==> src/rtl/store_merge_unit.sv <==
// Sub-word store engine: narrows a register value to a byte or halfword and
// inserts it into a word-only data memory by read-modify-write, stalling via Busy.
module store_merge_unit #(
    parameter int ADDR_WIDTH = 8
) (
    input  logic                  clk,
    input  logic                  reset,
    input  logic                  StoreReq,
    input  logic [1:0]            StoreSize,
    input  logic [31:0]           StoreAddr,
    input  logic [31:0]           StoreData,
    output logic                  Busy,
    output logic                  Done,
    output logic                  Misaligned,
    output logic [ADDR_WIDTH-1:0] MemAddr,
    output logic                  MemRead,
    input  logic [31:0]           MemReadData,
    output logic                  MemWrite,
    output logic [31:0]           MemWriteData
);

    typedef enum logic [2:0] {
        S_IDLE,
        S_ERR,
        S_READ,
        S_MERGE,
        S_WRITE,
        S_DONE
    } state_t;

    state_t                  state_q, state_d;
    logic [ADDR_WIDTH-1:0]   addr_q, addr_d;
    logic [1:0]              lane_q, lane_d;
    logic [1:0]              size_q, size_d;
    logic [15:0]             data_q, data_d;
    logic [31:0]             merged_q, merged_d;

    logic                    req_misaligned;
    logic [3:0]              lane_sel;
    logic [31:0]             merge_word;

    // Upper address bits lie outside the memory and are deliberately ignored.
    logic                    unused_addr_bits;
    assign unused_addr_bits = ^StoreAddr[31:ADDR_WIDTH+2];

    assign req_misaligned = ((StoreSize == 2'b01) && StoreAddr[0]) ||
                            (StoreSize[1] && (StoreAddr[1:0] != 2'b00));

    // Per-byte lane select and merge; halfword stores feed both bytes of the pair.
    generate
        for (genvar gi = 0; gi < 4; gi++) begin : g_lane
            localparam logic [1:0] LANE = 2'(gi);
            assign lane_sel[gi] = size_q[0] ? (lane_q[1] == LANE[1])
                                            : (lane_q == LANE);
            assign merge_word[8*gi +: 8] =
                !lane_sel[gi] ? MemReadData[8*gi +: 8] :
                size_q[0]     ? data_q[8*(gi%2) +: 8]  :
                                data_q[7:0];
        end
    endgenerate

    always_comb begin
        state_d  = state_q;
        addr_d   = addr_q;
        lane_d   = lane_q;
        size_d   = size_q;
        data_d   = data_q;
        merged_d = merged_q;
        case (state_q)
            S_IDLE: begin
                if (StoreReq) begin
                    addr_d = StoreAddr[ADDR_WIDTH+1:2];
                    lane_d = StoreAddr[1:0];
                    size_d = StoreSize;
                    data_d = StoreData[15:0];
                    if (req_misaligned) begin
                        state_d = S_ERR;
                    end else if (StoreSize[1]) begin
                        merged_d = StoreData;
                        state_d  = S_WRITE;
                    end else begin
                        state_d = S_READ;
                    end
                end
            end
            S_ERR:   state_d = S_IDLE;
            S_READ:  state_d = S_MERGE;
            S_MERGE: begin
                merged_d = merge_word;
                state_d  = S_WRITE;
            end
            S_WRITE: state_d = S_DONE;
            S_DONE:  state_d = S_IDLE;
            default: state_d = S_IDLE;
        endcase
    end

    always_ff @(posedge clk or posedge reset) begin
        if (reset) begin
            state_q  <= S_IDLE;
            addr_q   <= '0;
            lane_q   <= '0;
            size_q   <= '0;
            data_q   <= '0;
            merged_q <= '0;
        end else begin
            state_q  <= state_d;
            addr_q   <= addr_d;
            lane_q   <= lane_d;
            size_q   <= size_d;
            data_q   <= data_d;
            merged_q <= merged_d;
        end
    end

    assign Busy         = (state_q != S_IDLE);
    assign Done         = (state_q == S_DONE);
    assign Misaligned   = (state_q == S_ERR);
    assign MemRead      = (state_q == S_READ);
    assign MemWrite     = (state_q == S_WRITE);
    assign MemAddr      = addr_q;
    assign MemWriteData = merged_q;

endmodule

==> config.mk <==
export PLATFORM = sky130hd
export DESIGN_NAME = store_merge_unit
export DESIGN_NICKNAME = d
export VERILOG_FILES = /design/src/rtl/store_merge_unit.sv
export SDC_FILE = /design/constraint.sdc
export NUM_CORES = 1
export LEC_CHECK = 0
export CAP_MARGIN = 20
export CORE_MARGIN = 1
export CORE_UTILIZATION = 38
export CTS_CLUSTER_SIZE = 25
export DETAILED_ROUTE_END_ITERATION = 16
export PLACE_DENSITY = 0.77
export SLEW_MARGIN = 20
export SYNTH_ARGS = -nofsm -noshare
export SYNTH_HDL_FRONTEND = slang
export SYNTH_SLANG_ARGS = --single-unit
==> constraint.sdc <==
create_clock -name clk -period 1.75 [get_ports clk]
set_input_delay 0.175 -clock clk [delete_from_list [all_inputs] [get_ports clk]]
set_output_delay 0.175 -clock clk [all_outputs]
set_load 0.05 [all_outputs]
==> results_dict.tcl, run 1 <==
set metrics [dict create \
    port_buffers 123 \
    synth_seq_area_share 0.479 \
    drt-initial-drc-count 111 \
    die-area_um2 8890 \
    fp.dieH_um 94.3 \
    layout-drive-gt1-share 0.187 \
    fin_hold_ws_ns 0.218 \
    diodes 0 \
    required_ns 1.57 \
    postPlaceCellArea_um2 4650 \
    fmax_mhz 585 \
    htree_levels 3 \
    cts_hold_buf 0 \
    io_pins 146 \
    avgSynthCellArea_um2 11.2 \
    clkTransAtPathRegs_ns 0.07 \
    ir_worst_vdd_uv 1070 \
    critPathTopFamily "buffers and inverters" \
    syn_nets 390 \
    maxSlewHeadroom 0.577 \
    ant_nets 0 \
    num_rows 33 \
    grt_pass1_vias 2878 \
    clock_path_buffers 2 \
    cap_violations 0 \
    period_share 0.977 \
    cpPeakStageDelay_ns 0.81 \
    r2r_cells 5 \
    cts.sinks 62 \
    synth_top_area_share 0.479 \
    core_um2 8220 \
    run_status "complete, no violations" \
    ys_types 38 \
    yosysTopAreaCell "dfrtp_1" \
    syn_to_final_growth_pct 50.0 \
    synth_area_um2 3240 \
    gp_congestion 0.737 \
    synthCells 289 \
    critical_path_arrival_ns 1.54 \
    synth.area.top_cells "dfrtp_1 (48%), mux2_4 (8.3%), mux2i_1 (7.1%)" \
    setup_viol 0 \
    antenna_found_initial 0 \
    track_usage 0.211 \
    cp-end-kind "output port" \
    reg2reg_slack_ns 0.14 \
    grt_max_degree 67 \
    cts_buffers 9 \
    grt_pass1_wl_um 14100 \
    power_density_nw_per_um2 2010 \
    cp_max_fo 2 \
    rsz0062_at_grt "false" \
    worst-path-buf-inv 1 \
    worstPathCellList "clkdlybuf4s50_1" \
    finalWorstSetupSlack_ns 0.0399 \
    clock_latency_ns 0.34 \
    drc 0 \
    drv_slew 0 \
    r2r-start "size_q[0]" \
    synth.most_common_cell "dfrtp_1" \
    rr_endpoint "MemWriteData[18]" \
    post-cts-setup-buffer-count 0 \
    hold_viol_final 0 \
    hp-class "in2async" \
    hpwl_um 6350 \
    synthFlopType "dfrtp_1" \
    nets 519 \
    ys_warn_count 0 \
    start_util 0.394 \
    synth_edf_count 0 \
    drt-total-wl_um 8850 \
    synth_common_cells "dfrtp_1 (62), nand2_1 (39), mux2i_1 (23)" \
    async_reset_ff_frac 1.00 \
    fin_crit_ns 1.71 \
    cts_tree "done" \
    worst-path-stages 1 \
    path_class "reg2out" \
    dp_slack_ns 0.0282 \
    synth-seq-cells 62 \
    slowest_stage "clkdlybuf4s50_1" \
    postLayoutCellArea_um2 4860 \
    worst_setup_path_start_kind "register" \
    root_buffer "clkbuf_8" \
    worstSetupStartpoint "MemWriteData[5]" \
    wl_per_cell_um 16.8 \
    viasPerCell 5.25 \
    grt_overflow 0 \
    worst_slew_pin_slew_ns 0.630 \
    cts_resized 1 \
    finClkSkew_ns 0.00983 \
    n_fill_cell 706 \
    die_w_um 94.3 \
    p_leak_nw 2.12 \
    first_pass_iters 4 \
    vias 2771 \
    critPathCapture "MemWriteData[5]" \
]
-- metal layers --
layer,global-route usage,wire (um),up-vias
met5,0,0,-
met4,0.0923,141,0
met3,0.0405,594,14
met2,0.353,4340,113
met1,0.264,3770,1343
li1,-,-,1301
-- worst min path at each step --
stage | startpoint | end | depth (start not counted)
after floorplan | StoreAddr[1] | lane_q[1] | 2
after global placement | data_q[8] | data_q[8] | 1
after detailed placement | MemAddr[3] | MemAddr[3] | 1
after CTS | reset | MemWriteData[7] | 3
after global routing | reset | MemAddr[4] | 3
final | reset | state_q[1] | 3
-- tightest hold or removal path, delay by kind of cell --
family,cells,cell delay (ns)
buf+inv,3,0.77
-- final cells by class --
class                           count  area [um2]  area share
Sequential cell                    62        1550       0.319
Multi-Input combinational cell    199        1490       0.307
Timing Repair Buffer              141        1460       0.301
Clock buffer                       12         155      0.0319
Tap cell                          105         131      0.0270
Clock inverter                      4        45.0     0.00927
Inverter                            5        18.8     0.00386
-- flip-flops by register name, summed over array words and instances (netlist names) --
register / cells
data_q: 16
lane_q: 2
size_q: 1
MemWriteData: 32
state_q: 3
MemAddr: 8
-- logic make-up after synthesis --
kind of cell,count (synthesis),share of synthesized area
AOI/OAI and AO/OA,78,0.165
and+or+nand+nor,72,0.109
DFF,62,0.479
muxes,49,0.182
buffers and inverters,28,0.0638
-- cell usage in the layout (no fill, tap or decap), types with 10 or more instances in the layout --
master	instances
a21oi_1	15
a31oi_1	10
buf_4	15
clkbuf_8	11
clkdlybuf4s50_1	117
dfrtp_1	62
mux2_4	18
mux2i_1	23
nand2_1	39
nand3_1	17
o211ai_1	11
o21ai_0	10
-- metrics by stage --
step	cells	util	total power (W)	setup TNS, ns
after global placement	512	0.566	0.00838	0
final	528	0.591	0.00978	0
after floorplan	289	-	0.00663	-0.153
after global routing	528	0.591	0.0103	0
after detailed placement	512	0.566	0.00851	0
after CTS	528	0.591	0.00984	0
-- report_power, final --
group | total (W) | switching [W] | leakage (nW) | internal [W]
combinational | 0.00576 | 0.00331 | 1.28 | 0.00245
clock | 0.00128 | 0.000548 | 0.106 | 0.000729
sequential | 0.00274 | 0.000590 | 0.733 | 0.00215
(Power assumes the default switching activity.)
==> run 2: changes to the inputs <==
CORE_MARGIN = 2   (was 1)
CORE_UTILIZATION = 55   (was 38)
DONT_BUFFER_PORTS = 1   (was unset)
PLACE_DENSITY = 0.73   (was 0.77)
==> results_dict.tcl, run 2 (synthesized netlist as in run 1, its figures left out) <==
set metrics [dict create \
    grt_max_degree 55 \
    cts_tree "done" \
    finClkSkew_ns 0.00832 \
    p_total_w 0.00871 \
    first_pass_iters 4 \
    postLayoutCellArea_um2 3960 \
    clock_latency_ns 0.33 \
    syn_to_final_growth_pct 22.2 \
    path_class "reg2out" \
    ant_nets 0 \
    layout_common_cells "dfrtp_1 (62), nand2_1 (39), dlygate4sd3_1 (36)" \
    layout-drive-gt1-share 0.236 \
    post-cts-setup-buffer-count 0 \
    grt_overflow 0 \
    core_um2 5610 \
    grt_pass1_wl_um 13000 \
    worst_slew_pin_slew_ns 0.499 \
    finalWorstSetupSlack_ns 0.0285 \
    drt-total-wl_um 8300 \
    track_usage 0.267 \
    die-area_um2 6520 \
    hold_viol_final 0 \
    antenna_found_initial 0 \
    p_leak_nw 1.80 \
    start_util 0.577 \
    mostFrequentLayoutCell "dfrtp_1" \
    maxSlewHeadroom 0.667 \
    grt_pass1_vias 2552 \
    port_buffers 0 \
    cp-end-kind "output port" \
    setup_tns_ns 0 \
    required_ns 1.57 \
    hp-class "in2reg" \
    hpwl_um 5450 \
    root_buffer "clkbuf_8" \
    fp.dieH_um 80.7 \
    cts.sinks 62 \
    nets 439 \
    drv_slew 0 \
    clkTransAtPathRegs_ns 0.07 \
    cp_max_fo 7 \
    fin_crit_ns 1.72 \
    fmax_mhz 581 \
    io_pins 146 \
    gp_congestion 0.812 \
    ir_worst_vdd_uv 1460 \
    setup_viol 0 \
    cts_buffers 9 \
    critical_path_arrival_ns 1.55 \
    run_status "complete, no violations" \
    postPlaceCellArea_um2 3390 \
    period_share 0.984 \
    worst_setup_path_start_kind "register" \
    drt-initial-drc-count 182 \
    largest_reg_flops 32 \
    power_density_nw_per_um2 2200 \
    dp_slack_ns 0.209 \
    viasPerCell 5.99 \
    clock_path_buffers 2 \
    htree_levels 3 \
    drc 0 \
    die_w_um 80.7 \
    diodes 0 \
    wl_per_cell_um 20.0 \
    num_rows 27 \
    vias 2485 \
    cap_violations 0 \
]
[run 2: cell types whose count changed in the layout (fill, tap and decap cells not counted)]
cell / change
buf_12: -5
buf_4: +5
buf_6: +1
clkdlybuf4s50_1: -117
dlygate4sd3_1: +36
nor2_1: +1
nor2_4: -1
nor3b_1: -2
nor3b_2: +2
[run 2: final timing paths]
check / start / endpoint / slack [ns] / cells after the start
max: state_q[1] / Misaligned / 0.03 / 4
min: StoreData[15] / MemWriteData[15] / 0.006 / 2
max reg2reg: state_q[2] / MemWriteData[1] / 0.12 / 5
min reg2reg: data_q[15] / data_q[15] / 0.52 / 1
max in group asynchronous: reset / MemWriteData[10] / 0.87 / 3
min in group asynchronous: reset / MemWriteData[13] / 0.34 / 2
[run 2: where the power goes]
part           internal, W  total, W  switching [W]
sequential         0.00212   0.00433        0.00221
clock             0.000729   0.00129       0.000556
combinational      0.00156   0.00309        0.00153
total              0.00441   0.00871        0.00430
[run 2: metal layers]
| metal | global-route usage | wire length (um) | up-vias |
|---|---|---|---|
| met4 | 0.102 | 144 | 0 |
| met2 | 0.443 | 4090 | 112 |
| met3 | 0.0644 | 673 | 13 |
| met5 | 0 | 0 | - |
| met1 | 0.340 | 3390 | 1217 |
| li1 | - | - | 1143 |
[run 2: worst max-delay path: stages (launching register included)]
cell and delay (ns):
dfrtp_1 0.44, buf_4 0.19, or2_2 0.30, nor2_1 0.12
buf_6 0.17
[run 2: what timing repair did]
| action | 4_1_cts | 5_1_grt |
|---|---|---|
| setup endpoints to repair | 0 | 1 |
| hold buffers | 36 | 0 |
| endpoints found under the hold margin | 68 | 0 |
| resized for setup | 0 | 1 |
[run 2: per-stage QoR]
stage,util,hold slack [ns],std cells
after global routing,0.706,0.0113,415
after CTS,0.705,0.000292,415
after floorplan,-,0.292,289
final,0.706,0.00565,415
after global placement,0.605,0.106,363
after detailed placement,0.605,0.106,363
[run 2: final cells by class]
cell class	instances	area (um2)
multi-input combinational	199	1500
fill	437	1650
clock buffer	12	155
clock inverter	4	45.0
tap	72	90.1
sequential	62	1550
inverter	5	18.8
timing repair buffer	61	602
==> run 3: changes to the inputs <==
SLEW_MARGIN = unset   (was 20)
==> results of run 3 <==
Same layout as run 2: the final DEF is identical, and so are final timing and power.
